==> config.mk <==
export PLATFORM = sky130hd
export DESIGN_NAME = ibex_multdiv_issue
export DESIGN_NICKNAME = d
export VERILOG_FILES = /design/src/rtl/ibex_pkg.sv /design/src/rtl/ibex_multdiv_adder.sv /design/src/rtl/ibex_multdiv_issue.sv
export SDC_FILE = /design/constraint.sdc
export NUM_CORES = 1
export LEC_CHECK = 0
export CORE_AREA = 5 5 134 136
export CTS_CLUSTER_SIZE = 10
export DETAILED_ROUTE_END_ITERATION = 8
export DIE_AREA = 0 0 139 141
export PLACE_DENSITY = 0.89
export SLEW_MARGIN = 20
export SYNTH_ARGS = -nofsm -noshare
export SYNTH_HDL_FRONTEND = slang
export SYNTH_SLANG_ARGS = --single-unit
export TNS_END_PERCENT = 20
==> constraint.sdc <==
create_clock -name CK -period 6.9 [get_ports CK]
set_input_delay 1.38 -clock CK [delete_from_list [all_inputs] [get_ports CK]]
set_output_delay 1.38 -clock CK [all_outputs]
set_load 0.1 [all_outputs]
==> src/rtl/ibex_pkg.sv <==
// Shared multiply/divide types: operator encoding and issue-side FSM states.
// No logic; no latency; no flow control.
package ibex_pkg;

  typedef enum logic [1:0] {
    MD_OP_MULL = 2'd0,
    MD_OP_MULH = 2'd1,
    MD_OP_DIV  = 2'd2,
    MD_OP_REM  = 2'd3
  } md_op_e;

  typedef enum logic [1:0] {
    MD_ISSUE_IDLE  = 2'd0,
    MD_ISSUE_BUSY  = 2'd1,
    MD_ISSUE_DRAIN = 2'd2,
    MD_ISSUE_RESP  = 2'd3
  } md_issue_state_e;

  function automatic logic md_op_is_div(md_op_e op);
    return op[1];
  endfunction

endpackage

==> src/rtl/ibex_multdiv_adder.sv <==
// Shared 34-bit adder and divisor zero-detect for the slow multdiv unit.
// Latency: combinational. Backpressure: none.
module ibex_multdiv_adder (
  input  logic [32:0] operand_a,
  input  logic [32:0] operand_b,
  input  logic [31:0] op_b,
  output logic [33:0] adder_ext,
  output logic [31:0] adder,
  output logic        equal_to_zero
);

  // Unsigned add; a carry out of bit 32 lands in bit 33.
  assign adder_ext     = {1'b0, operand_a} + {1'b0, operand_b};
  assign adder         = adder_ext[32:1];
  assign equal_to_zero = (op_b == 32'd0);

endmodule

==> src/rtl/ibex_multdiv_issue.sv <==
// Requester for the slow mul/div unit; optional one-entry result cache under MULTDIV_RESULT_CACHE_EN.
// Latency: MUL T+34, DIV/REM T+38, divide-by-zero T+3, cache hit T+1.
// Backpressure: one op in flight; response held until resp_ready_i, no accept while busy.
module ibex_multdiv_issue
  import ibex_pkg::*;
#(
  parameter int unsigned TAG_W = 4
) (
  input  logic             CK,
  input  logic             rst_i,
  input  logic             req_valid_i,
  output logic             req_ready_o,
  input  logic [1:0]       req_operator_i,
  input  logic [1:0]       req_signed_mode_i,
  input  logic [31:0]      req_a_i,
  input  logic [31:0]      req_b_i,
  input  logic [TAG_W-1:0] req_tag_i,
  input  logic             kill_i,
  output logic             resp_valid_o,
  input  logic             resp_ready_i,
  output logic [31:0]      resp_result_o,
  output logic [TAG_W-1:0] resp_tag_o,
  output logic             busy_o,
  output logic             md_mult_en_o,
  output logic             md_div_en_o,
  output logic [1:0]       md_operator_o,
  output logic [1:0]       md_signed_mode_o,
  output logic [31:0]      md_op_a_o,
  output logic [31:0]      md_op_b_o,
  input  logic [32:0]      md_alu_operand_a_i,
  input  logic [32:0]      md_alu_operand_b_i,
  output logic [33:0]      md_alu_adder_ext_o,
  output logic [31:0]      md_alu_adder_o,
  output logic             md_equal_to_zero_o,
  input  logic [31:0]      md_result_i,
  input  logic             md_valid_i
);

  md_issue_state_e  state_q, state_d;
  md_op_e           op_q, op_d;
  logic [1:0]       sm_q;
  logic [31:0]      a_q, b_q, result_q;
  logic [TAG_W-1:0] tag_q;
  logic             mult_en_q, div_en_q, mult_en_d, div_en_d, unit_active_d;
  logic             accept, capture, cache_hit;
  logic [31:0]      cache_res;

  always_comb begin
    state_d     = state_q;
    req_ready_o = 1'b0;
    accept      = 1'b0;
    capture     = 1'b0;
    unique case (state_q)
      MD_ISSUE_IDLE: begin
        req_ready_o = ~kill_i & ~rst_i;
        if (req_valid_i && req_ready_o) begin
          accept  = 1'b1;
          state_d = cache_hit ? MD_ISSUE_RESP : MD_ISSUE_BUSY;
        end
      end
      MD_ISSUE_BUSY: begin
        if (md_valid_i) begin
          capture = ~kill_i;
          state_d = kill_i ? MD_ISSUE_IDLE : MD_ISSUE_RESP;
        end else if (kill_i) begin
          state_d = MD_ISSUE_DRAIN;
        end
      end
      // The unit cannot abort, so keep it enabled until it finishes and drop the result.
      MD_ISSUE_DRAIN: begin
        if (md_valid_i) state_d = MD_ISSUE_IDLE;
      end
      MD_ISSUE_RESP: begin
        if (resp_ready_i || kill_i) state_d = MD_ISSUE_IDLE;
      end
    endcase
  end

  assign op_d          = accept ? md_op_e'(req_operator_i) : op_q;
  assign unit_active_d = (state_d == MD_ISSUE_BUSY) || (state_d == MD_ISSUE_DRAIN);
  assign mult_en_d     = unit_active_d & ~md_op_is_div(op_d);
  assign div_en_d      = unit_active_d &  md_op_is_div(op_d);

  always_ff @(posedge CK) begin
    if (rst_i) begin
      state_q   <= MD_ISSUE_IDLE;
      op_q      <= MD_OP_MULL;
      sm_q      <= 2'b00;
      a_q       <= 32'd0;
      b_q       <= 32'd0;
      tag_q     <= '0;
      result_q  <= 32'd0;
      mult_en_q <= 1'b0;
      div_en_q  <= 1'b0;
    end else begin
      state_q   <= state_d;
      mult_en_q <= mult_en_d;
      div_en_q  <= div_en_d;
      if (accept) begin
        op_q  <= op_d;
        sm_q  <= req_signed_mode_i;
        a_q   <= req_a_i;
        b_q   <= req_b_i;
        tag_q <= req_tag_i;
      end
      if (capture) begin
        result_q <= md_result_i;
      end else if (accept && cache_hit) begin
        result_q <= cache_res;
      end
    end
  end

`ifdef MULTDIV_RESULT_CACHE_EN
  logic        cache_vld_q;
  md_op_e      cache_op_q;
  logic [1:0]  cache_sm_q;
  logic [31:0] cache_a_q, cache_b_q, cache_res_q;

  assign cache_hit = cache_vld_q && (cache_op_q == md_op_e'(req_operator_i)) &&
                     (cache_sm_q == req_signed_mode_i) &&
                     (cache_a_q == req_a_i) && (cache_b_q == req_b_i);
  assign cache_res = cache_res_q;

  // Operands are already held in op_q/sm_q/a_q/b_q when the unit result arrives.
  always_ff @(posedge CK) begin
    if (rst_i) begin
      cache_vld_q <= 1'b0;
      cache_op_q  <= MD_OP_MULL;
      cache_sm_q  <= 2'b00;
      cache_a_q   <= 32'd0;
      cache_b_q   <= 32'd0;
      cache_res_q <= 32'd0;
    end else if (capture) begin
      cache_vld_q <= 1'b1;
      cache_op_q  <= op_q;
      cache_sm_q  <= sm_q;
      cache_a_q   <= a_q;
      cache_b_q   <= b_q;
      cache_res_q <= md_result_i;
    end
  end
`else
  assign cache_hit = 1'b0;
  assign cache_res = 32'd0;
`endif

  assign resp_valid_o     = (state_q == MD_ISSUE_RESP);
  assign resp_result_o    = result_q;
  assign resp_tag_o       = tag_q;
  assign busy_o           = (state_q != MD_ISSUE_IDLE);
  assign md_mult_en_o     = mult_en_q;
  assign md_div_en_o      = div_en_q;
  assign md_operator_o    = op_q;
  assign md_signed_mode_o = sm_q;
  assign md_op_a_o        = a_q;
  assign md_op_b_o        = b_q;

  ibex_multdiv_adder u_adder (
    .operand_a     (md_alu_operand_a_i),
    .operand_b     (md_alu_operand_b_i),
    .op_b          (b_q),
    .adder_ext     (md_alu_adder_ext_o),
    .adder         (md_alu_adder_o),
    .equal_to_zero (md_equal_to_zero_o)
  );

endmodule
==> key figures <==
Outcome
  • Status: complete, no violations

Setup path
  • Cell depth of the worst setup path: 12
  • Startpoint Class: input pin
  • CP max stage cell: clkdlybuf4s50_1
  • R2R setup slack: 4670 ps
  • Reg2reg end: md_op_b_o[31]
  • Worst-path maximum fanout: 4
  • Worst Path Required: 5520 ps
  • End of the critical path: md_alu_adder_o[27]
  • Arr. time, crit path: 4390 ps
  • Critical Path Start: md_alu_operand_a_i[0]
  • CP Capture Type: output port
  • Buf+Inv Stages, Crit Path: 3
  • Worst Setup Path Type: in2out
  • Slowest stage delay, CP: roughly 460 ps
  • CP delay by family, top: compound AO/OA/AOI/OAI gates
  • Worst path cell trace: clkdlybuf4s50_1 -> ha_1 -> inv_1 -> fa_1 -> nand2b_1 -> a21o_1 -> nand3_2 -> a31oi_1 -> o31ai_2 -> a2111oi_0 -> a311oi_2 -> buf_4
  • Worst R2R Start: state_q[0]
  • R2R depth: 5

Timing
  • Final setup margin: ~1100 ps
  • Final setup violation count: 0
  • Fmax: 173 MHz
  • Clock skew: 13.5 ps
  • RSZ-0062 raised after global routing: false
  • Slew Limit Fails: 0
  • Hold Fails Final Rpt: 0
  • Final critical-path required period: 5770 ps
  • Total negative slack: 0 ps
  • Slew HR: 0.255
  • Final period util: 0.837
  • Tightest Pin Transition: 1110 ps

Min path
  • Hold Path Depth: 2
  • Min-Delay Path Class: reg2reg

Clock tree
  • Post-CTS Resized: 0
  • Htree depth: 3
  • Clock tree from TritonCTS: yes
  • Deepest clock path buffer count: 2
  • Worst-Skew Late Latency: approximately 360 ps
  • Worst-path clk slew: around 80 ps
  • CTS buffer count: 9
  • # Post-CTS Setup Buffers: 0
  • Hold_buf cts: 0
  • CTS root buf: clkbuf_16
  • CTS Sinks: 108

Routing
  • Met3 wire length: between 2000 and 2500 um
  • Total number of vias: 6665
  • Drt via density: 5.09
  • M1 WL: 7980 um
  • Final wirelength: 21900 um
  • Residual antenna-violating net count after detailed routing: 0
  • DR WL/cell: 16.7 um
  • Met2 WL: 10800 um
  • DRC violations left: 0
  • First DRT Iteration DRCs: around 310
  • Highest metal used: met4
  • Drt first pass iters: 5

Global routing
  • First-pass GRT wire length: between 30000 and 40000 um
  • Largest net degree at the start of global routing: 108
  • Antenna violations before repair: 0
  • Vias in the first global route: 6572
  • GRT Total Usage: 0.212
  • Grt total ovfl: 0

Placement
  • RePlAce Congestion: 0.896
  • Post-DP HPWL: around 17000 um
  • Port buffer count: 351
  • Pre-CTS setup slack: 1120 ps
  • Placed inst area: 9400 um2

Power and ir drop
  • Max IR drop VDD: 262 uV
  • Pwr/cell area: 268 nW/um2
  • Pleak: 4.04 nW
  • Power, Total: 0.00260 W

Job
  • MaxCap Viol Count: 0

Synthesis
  • Largest family of logic cells by synthesized area: simple AND/OR/NAND/NOR gates
  • Synthesis Warnings: 0
  • Syn Area/Cell: 7.75 um2
  • Post-synth EDFFs: 0
  • Async S/R FF share, synth: 0
  • Post-synth cell types: 56
  • Syn nets: 996
  • Adder-Cell Fraction of Synth Area: 0.0711
  • Seq/Total Area, Yosys: 0.355
  • Multiplexer share of the synthesized area: 0.00843
  • Post-Synth XOR/XNOR Area: 0.0417
  • Post-Syn Instances: 786
  • Synth Area in Compound Gates: 0.146
  • FF+latch count, synth: 108
  • Mapped Area: 6090 um2
  • Primary FF master, synth: dfxtp_1
  • Simple-gate share of the synthesized area: 0.301

Finish
  • Synth-to-layout area growth: 59.4%
  • Antenna Cells: 0
  • Share of cells above drive strength 1: 0.0811
  • # nets final: ~1300
  • Post-Layout Inst Area: about 9700 um2

Floorplanning
  • Die extent in x: 139 um
  • Starting Density: 0.362
  • IO Count: 352
  • Row Count: 48
  • DIE AREA: 19600 um2
  • Core area: ~17000 um2
  • Die height: approximately 140 um
## worst min-delay path by stage
stage,slack (ps),endpoint,startpoint
floorplan,640,state_q[1],state_q[1]
global placement,440,resp_result_o[14],resp_result_o[14]
detailed placement,450,resp_result_o[24],resp_result_o[24]
CTS,460,resp_result_o[24],resp_result_o[24]
global route,480,resp_result_o[24],resp_result_o[24]
finish,450,resp_result_o[21],resp_result_o[21]
## metrics by stage
stage | util | hold slack [ps] | std cells
6_report | 0.577 | 455 | 1310
5_1_grt | 0.577 | 476 | 1310
4_1_cts | 0.577 | 457 | 1310
3_5_place_dp | 0.559 | 447 | 1294
3_3_place_gp | 0.559 | 441 | 1294
2_1_floorplan | - | 644 | 786
## synth_stat cells, types with 4 or more instances
cell type	instances	area, um2
a211oi_1	4	30.0
xor2_1	13	114
nor2_1	22	82.6
mux2i_1	4	40.0
nand3b_1	72	541
o21bai_1	4	30.0
buf_2	8	40.0
buf_4	32	240
a21o_1	10	75.1
nor4_1	9	56.3
o21ai_1	8	40.0
nand3_1	12	60.1
a31oi_1	6	37.5
dfxtp_1	108	2160
clkbuf_1	33	124
inv_1	17	63.8
ha_1	33	413
xnor2_1	16	140
and2_1	5	31.3
nand2b_1	4	25.0
nand4_1	6	37.5
a21oi_1	66	330
nand2_1	238	893
o21ai_0	11	55.1
o211ai_1	6	45.0
## state kept, by name, summed over array words and instances, names as in the netlist
signal / flops
md_signed_mode_o: 2
md_operator_o: 2
resp_result_o: 32
md_div_en_o: 1
md_op_a_o: 32
resp_tag_o: 4
state_q: 2
md_mult_en_o: 1
md_op_b_o: 32
## per-layer routing
metal	GRT usage	vias up
met5	0	-
met3	0.0841	51
met4	0.0937	0
met1	0.226	3075
li1	-	3229
met2	0.372	310
## cells in the final DEF (no fill, tap or decap), drive strengths merged, types with 3 or more instances in the layout
cell type      count
nor4               9
ha                33
dfxtp            108
nor3               3
a211oi             5
nand4              6
xnor2             16
nand3b            72
mux2i              4
o21bai             4
clkdlybuf4s50    300
and3               3
nand2b             4
nor2              22
o22ai              3
and2               5
nand2            238
a21o              10
a21oi             67
clkbuf            10
buf               56
o21ai             20
clkinv             4
nand3             13
o211ai             7
a31oi              6
inv               19
xor2              13
## cell families after synthesis
family / count (synthesis)
DFF: 108
muxes: 5
adders and majority gates: 34
AOI/OAI and AO/OA: 137
and+or+nand+nor: 383
xor gates and xnor gates: 29
buffers and inverters: 90
## tightest hold or removal path: cells and delay by family (launching register included)
kind             cells  cell delay (ps)
AND/OR/NAND/NOR      1               50
flip-flops           1              310
AO/OA/AOI/OAI        1               50
## power breakdown
part	leakage (nW)	internal (W)	switching (W)
Sequential	0.879	0.000650	0.0000193
Combinational	3.01	0.000344	0.00107
Clock	0.149	0.000265	0.000256
## cell type report
cell class                 instances  area, um2
multi-input combinational        588       3470
timing repair buffer             356       3420
sequential                       108       2160
clock buffer                      10        239
inverter                          17       63.8
tap                              225        282
clock inverter                     6       67.6
fill                            1388       7110
No activity file was read; power rests on OpenSTA's default activity.
==> patch 1 (same settings) <==
The option `MULTDIV_RESULT_CACHE_EN` is turned on by a define.
--- a/src/rtl/ibex_multdiv_issue.sv
+++ b/src/rtl/ibex_multdiv_issue.sv
@@ -1,6 +1,8 @@
 // Requester for the slow mul/div unit; optional one-entry result cache under MULTDIV_RESULT_CACHE_EN.
 // Latency: MUL T+34, DIV/REM T+38, divide-by-zero T+3, cache hit T+1.
 // Backpressure: one op in flight; response held until resp_ready_i, no accept while busy.
+`define MULTDIV_RESULT_CACHE_EN
+
 module ibex_multdiv_issue
   import ibex_pkg::*;
 #(
Formal check against the unedited RTL: not equivalent (a bounded check fails within 10 cycles, from zero or initial values and one cycle with rst_i high).
==> patch 1 against the original RTL <==
Critical path depth shrank 2. Design area grew 48%. Total power grew 47%. Worst hold slack gained 0.0012 ns. Wire length grew 74%. Fmax shrank 0.22%. Sequential cell count grew 101. Clock power grew 110%. Synthesized area grew 76%. Setup slack lost 0.013 ns.
==> patch 1: results (changes against the original RTL) <==
Detailed routing
The ratio of routed vias to standard cells is 6.03 (+19%). The number of violations reported at the end of detailed-routing iteration 0 is 1036 (+230%). The routed length on met2 is 18.5 mm (+71%).

The wire length on met3 is 3.62 mm (+61%). The wire length the detailed router placed on met1 is 14.0 mm (+75%). The wire length per cell after detailed routing is 21.0 um (+25%). The first-pass iteration count of the detailed router is 6 (+1). The uppermost metal layer occupied by signal nets is met5.

Logic synthesis
After synthesis, the most frequently instantiated cells are 349 x sky130_fd_sc_hd__nand2_1, 209 x sky130_fd_sc_hd__dfxtp_1, 142 x sky130_fd_sc_hd__a21oi_1. The post-synthesis sequential area ratio was 39.1% (+3.6 points). The synthesized net count was 1522 (+53%). The number of distinct standard cells referenced by the synthesized netlist is 63 (+13%). Yosys attributes the largest share of cell area to sky130_fd_sc_hd__dfxtp_1 39%, sky130_fd_sc_hd__nand2_1 12%, sky130_fd_sc_hd__a21oi_1 6.6%.

Cells and area
The layout filler cell count is 911 (-34%). The final net count is 1798 (+39%). The share of layout cells above drive strength 1 came to 6.61% (-1.5 points).

Global route
The overall routing resource usage is 36.8% (+16 points). The global-route track usage on met2 is 64.0% (+27 points). The met1 track demand over resource in global routing was 43.7% (+21 points).

The initial antenna violation count came to 3 (+3). The first-pass GRT wire length came to 59.0 mm (+73%). The maximum number of pins on one net before global-route repair came to 122 (+13%). The number of global-route vias before repair was 10900 (+66%). The global routing met3 resource utilization is 8.55% (+0.14 points).

Clock tree
The clock buffer count from CTS is 24 (+15). The clock slew at the register clock pins of the worst setup and hold paths is 0.05 ns (-0.03 ns). The number of buffers on the longest clock path is 3 (+1).

The clock insertion delay at the later pin of the skew report is 0.51 ns (+0.15 ns). The cell sitting at the root of the clock tree is a sky130_fd_sc_hd__clkbuf_16. The maximum level of the CTS H-tree was 1 (-2).

Power
The reported leakage power is 5.57 nW (+38%). The maximum VDD drop is 0.468 mV (+78%).

Timing
The transition at the pin with the smallest max-transition slack is 1.13 ns (+0.0120 ns).

Placement
The standard cell area after detailed placement is 13700 um2 (+46%). The estimated wirelength of the detail-placed design is 25.6 mm (+48%). The placer congestion estimate is 0.959 (+7.1%).

Worst setup path
The largest stage delay on the critical path was 0.65 ns (+0.19 ns). The count of cells along the worst register-to-register path is 8 (+3). The top fanout value on the critical path is 5 (+1).

The slowest stage cell on the critical path is sky130_fd_sc_hd__a2111oi_0. The signal arrival time at the worst endpoint is 4.41 ns (+0.02 ns).

Run
The max-capacitance violation count is 0 (unchanged).

Run status
The flow ran to the end, and the final reports show no timing, DRC or antenna violations.

Min path
The instance count along the most critical hold path is 2 (unchanged).
-- patch 1: cell count changes after synthesis, moves of 33 or more --
cell,unedited run,this run
sky130_fd_sc_hd__a211oi_1,4,39
sky130_fd_sc_hd__a21oi_1,66,142
sky130_fd_sc_hd__dfxtp_1,108,209
sky130_fd_sc_hd__nand2_1,238,349
sky130_fd_sc_hd__nor2_1,22,55
sky130_fd_sc_hd__xor2_1,13,48
-- patch 1: kinds of logic after synthesis --
kind of cell / Yosys count / synth area share (%)
AOI/OAI and AO/OA: 270 / 15.3
xor gates and xnor gates: 87 / 7.13
adders and majority gates: 34 / 4.05
buffers and inverters: 132 / 7.25
DFF: 209 / 39.1
muxes: 33 / 3.09
and+or+nand+nor: 547 / 24.0
-- patch 1: layout make-up --
class	count	area share, %
inverter	25	0.653
multi-input combinational	971	40.0
tap	225	1.96
sequential	209	29.1
clock buffer	26	4.38
antenna	3	0.0523
timing repair buffer	357	23.8
-- patch 1: per-stage QoR --
step	std cells	utilization, %	worst slack (ns)
after floorplan	1312	-	0.413
after global placement	1787	81.6	1.23
after detailed placement	1787	81.6	1.12
after CTS	1813	85.4	1.12
after global routing	1815	85.4	0.922
final	1816	85.4	1.11
-- patch 1: final timing paths --
| path | slack, ns | start | end |
|---|---|---|---|
| max | 1.11 | md_alu_operand_a_i[5] | md_alu_adder_ext_o[31] |
| min | 0.46 | cache_res[18] | cache_res[18] |
| max reg2reg | 3.72 | state_q[1] | resp_result_o[27] |
| min reg2reg | 0.46 | cache_res[18] | cache_res[18] |
-- patch 1: power breakdown --
part	leakage [nW]	internal [W]	switching (W)
Clock	0.309	0.000634	0.000456
Sequential	1.69	0.00124	0.0000295
Combinational	3.56	0.000354	0.00112
==> patch 2 (same flow settings) <==
Without the edit above. Encoding of `md_issue_state_e`: now one-hot (4 bits for 4 states).
--- a/src/rtl/ibex_pkg.sv
+++ b/src/rtl/ibex_pkg.sv
@@ -9,11 +9,11 @@
     MD_OP_REM  = 2'd3
   } md_op_e;
 
-  typedef enum logic [1:0] {
-    MD_ISSUE_IDLE  = 2'd0,
-    MD_ISSUE_BUSY  = 2'd1,
-    MD_ISSUE_DRAIN = 2'd2,
-    MD_ISSUE_RESP  = 2'd3
+  typedef enum logic [3:0] {
+    MD_ISSUE_IDLE  = 4'b0001,
+    MD_ISSUE_BUSY  = 4'b0010,
+    MD_ISSUE_DRAIN = 4'b0100,
+    MD_ISSUE_RESP  = 4'b1000
   } md_issue_state_e;
 
   function automatic logic md_op_is_div(md_op_e op);
Formal check against the unedited RTL: same outputs for any inputs over 10 cycles, from zero or initial values and one cycle with rst_i high; not proved beyond that.
==> patch 2 against the original RTL <==
Critical path depth did not move. First-iteration DRC count increased by 7.0%. Register-to-register slack got worse by 0.29 ns. Via count rose by 0.90%. Sequential cell count is 2 higher. Fmax is 4.2% lower. Core utilization down 0.42 points. Design area decreased by 0.72%. Total power decreased by 5.0%. Wire length grew 1.8%. Setup slack lost 0.25 ns. Non-clock buffer count decreased by 2. Synthesized area decreased by 0.97%. Count of clock-buffer cells in the layout fell by 1. Critical endpoint is now md_alu_adder_ext_o[32]. Largest power group unchanged.
==> patch 2: results (changes against the original RTL) <==
Global route
The met1 track demand over resource in global routing was 24.5% (+1.9 points). The overall routing resource usage was 21.6% (+0.40 points). The number of global-route vias before repair is 6662 (+1.4%). The global-route track usage on met2 came to 37.5% (+0.28 points). The maximum number of pins on one net before global-route repair is 110 (+1.9%). The global routing met3 resource utilization is 7.63% (-0.78 points). The first-pass GRT wire length is 34.7 mm (+1.9%).

Run status
The run finished with clean final reports.

Logic synthesis
The synthesized net count was 1016 (+2.0%). By count the netlist is led by 237 x sky130_fd_sc_hd__nand2_1, 134 x sky130_fd_sc_hd__a21oi_1, 110 x sky130_fd_sc_hd__dfxtp_1. The post-synthesis sequential area ratio is 36.5% (+1.0 points).

Yosys attributes the largest share of cell area to sky130_fd_sc_hd__dfxtp_1 37%, sky130_fd_sc_hd__nand2_1 15%, sky130_fd_sc_hd__a21oi_1 11%. The instance count of the mapped netlist is 806 (+2.5%). The number of distinct standard cells referenced by the synthesized netlist is 68 (+21%).

Power
The maximum VDD drop came to 0.288 mV (+9.9%). The power spent charging and discharging nets is 0.00125 W (-7.1%). The reported leakage power is 3.58 nW (-11%).

Placement
The worst-case setup slack after placement was 0.961 ns (-0.156 ns). The standard cell area after detailed placement is 9330 um2 (-0.73%). The placer congestion estimate is 0.959 (+7.0%).

The estimated wirelength of the detail-placed design is 17.7 mm (+2.5%). The total placed cells including tap cells was 1316 (+1.7%).

Clock tree
The number of buffers on the longest clock path is 2 (unchanged). The later pin in the worst-skew pair is clocked with a latency of 0.35 ns. The total setup buffers inserted after CTS is 0 (unchanged). The clock slew at the register clock pins of the worst setup and hold paths came to 0.08 ns (about the same). In this run the clock root is driven by a sky130_fd_sc_hd__clkbuf_16.

Detailed routing
The number of violations reported at the end of detailed-routing iteration 0 is 336 (+7.0%). The ratio of routed vias to standard cells was 5.05 (-0.77%). The routed wire length was 22.3 mm (+1.8%).

Cells and area
The final antenna diode count is 0 (unchanged). The share of layout cells above drive strength 1 is 8.31% (+0.20 points). The final cell count without fillers came to 1332 (+1.7%).

Worst setup path
The signal arrival time at the worst endpoint is 4.65 ns (+0.26 ns).

Timing
The maximum clock skew at final layout came to 0.0120 ns (-0.00143 ns). The worst relative slew slack came to 29.2% (+3.7 points).

Min path
The tightest min-delay check is of the register to register type.
patch 2: cell types whose count changed in the layout (fill, tap and decap cells not counted), sizes merged, moves of 4 or more:
cell	unedited run	this run
a21oi	67	135
o211ai	7	2
a21o	10	5
o21a	1	5
nand3	13	5
nand3b	72	1
nor2	22	40
nand2b	4	8
nor3	3	11
or3	1	5
o21ai	20	28
patch 2: area by class of cell:
type                       count  area, um2
tap                          225        282
multi-input combinational    615       3390
clock buffer                   9        225
timing repair buffer         354       3410
fill                        1472       7180
clock inverter                 7       75.1
sequential                   110       2200
inverter                      12       45.0
patch 2: worst paths after layout:
check	start	to	slack, ns	cells after the start
setup / recovery	md_alu_operand_b_i[0]	md_alu_adder_ext_o[32]	0.87	12
hold / removal	resp_result_o[23]	resp_result_o[23]	0.46	2
setup reg to reg	state_q[1]	md_op_b_o[24]	4.38	5
hold reg to reg	resp_result_o[23]	resp_result_o[23]	0.46	2
patch 2: power by group through the flow:
| stage | logic [W] | registers [W] | clock network (W) |
|---|---|---|---|
| 2_1_floorplan | 0.000921 | 0.000772 | 0 |
| 3_3_place_gp | 0.00128 | 0.000674 | 0 |
| 3_5_place_dp | 0.00129 | 0.000675 | 0 |
| 4_1_cts | 0.00129 | 0.000660 | 0.000534 |
| 5_1_grt | 0.00133 | 0.000662 | 0.000564 |
| 6_report | 0.00129 | 0.000660 | 0.000523 |
patch 2: critical path, cell delays in order:
cell and delay, ns:
sky130_fd_sc_hd__clkdlybuf4s50_1 0.47, sky130_fd_sc_hd__ha_1 0.17, sky130_fd_sc_hd__inv_1 0.06, sky130_fd_sc_hd__fa_1 0.40, sky130_fd_sc_hd__nand2b_1 0.18, sky130_fd_sc_hd__a21oi_1 0.34
sky130_fd_sc_hd__o21ai_2 0.18, sky130_fd_sc_hd__a2111oi_0 0.51, sky130_fd_sc_hd__nor3_1 0.15, sky130_fd_sc_hd__o21ai_1 0.17, sky130_fd_sc_hd__xor2_1 0.28, sky130_fd_sc_hd__buf_4 0.35
patch 2: metal layers:
layer | part of all wire [%] | up-vias
met5 | 0 | -
met4 | 2.9 | 0
met3 | 10 | 51
met2 | 50 | 316
met1 | 37 | 3049
li1 | - | 3309
patch 2: kinds of logic (layout without fill, tap and decap cells):
family                   count (synthesis)  count (layout)  synth area share [%]
AND/OR/NAND/NOR                        338             338                  23.7
buffers and inverters                   81             382                  7.43
adder cells (fa/ha/maj)                 34              34                  7.18
flip-flops                             110             110                  36.5
multiplexers                             4               4                 0.685
XOR/XNOR                                30              30                  4.36
AO/OA/AOI/OAI                          209             209                  20.1
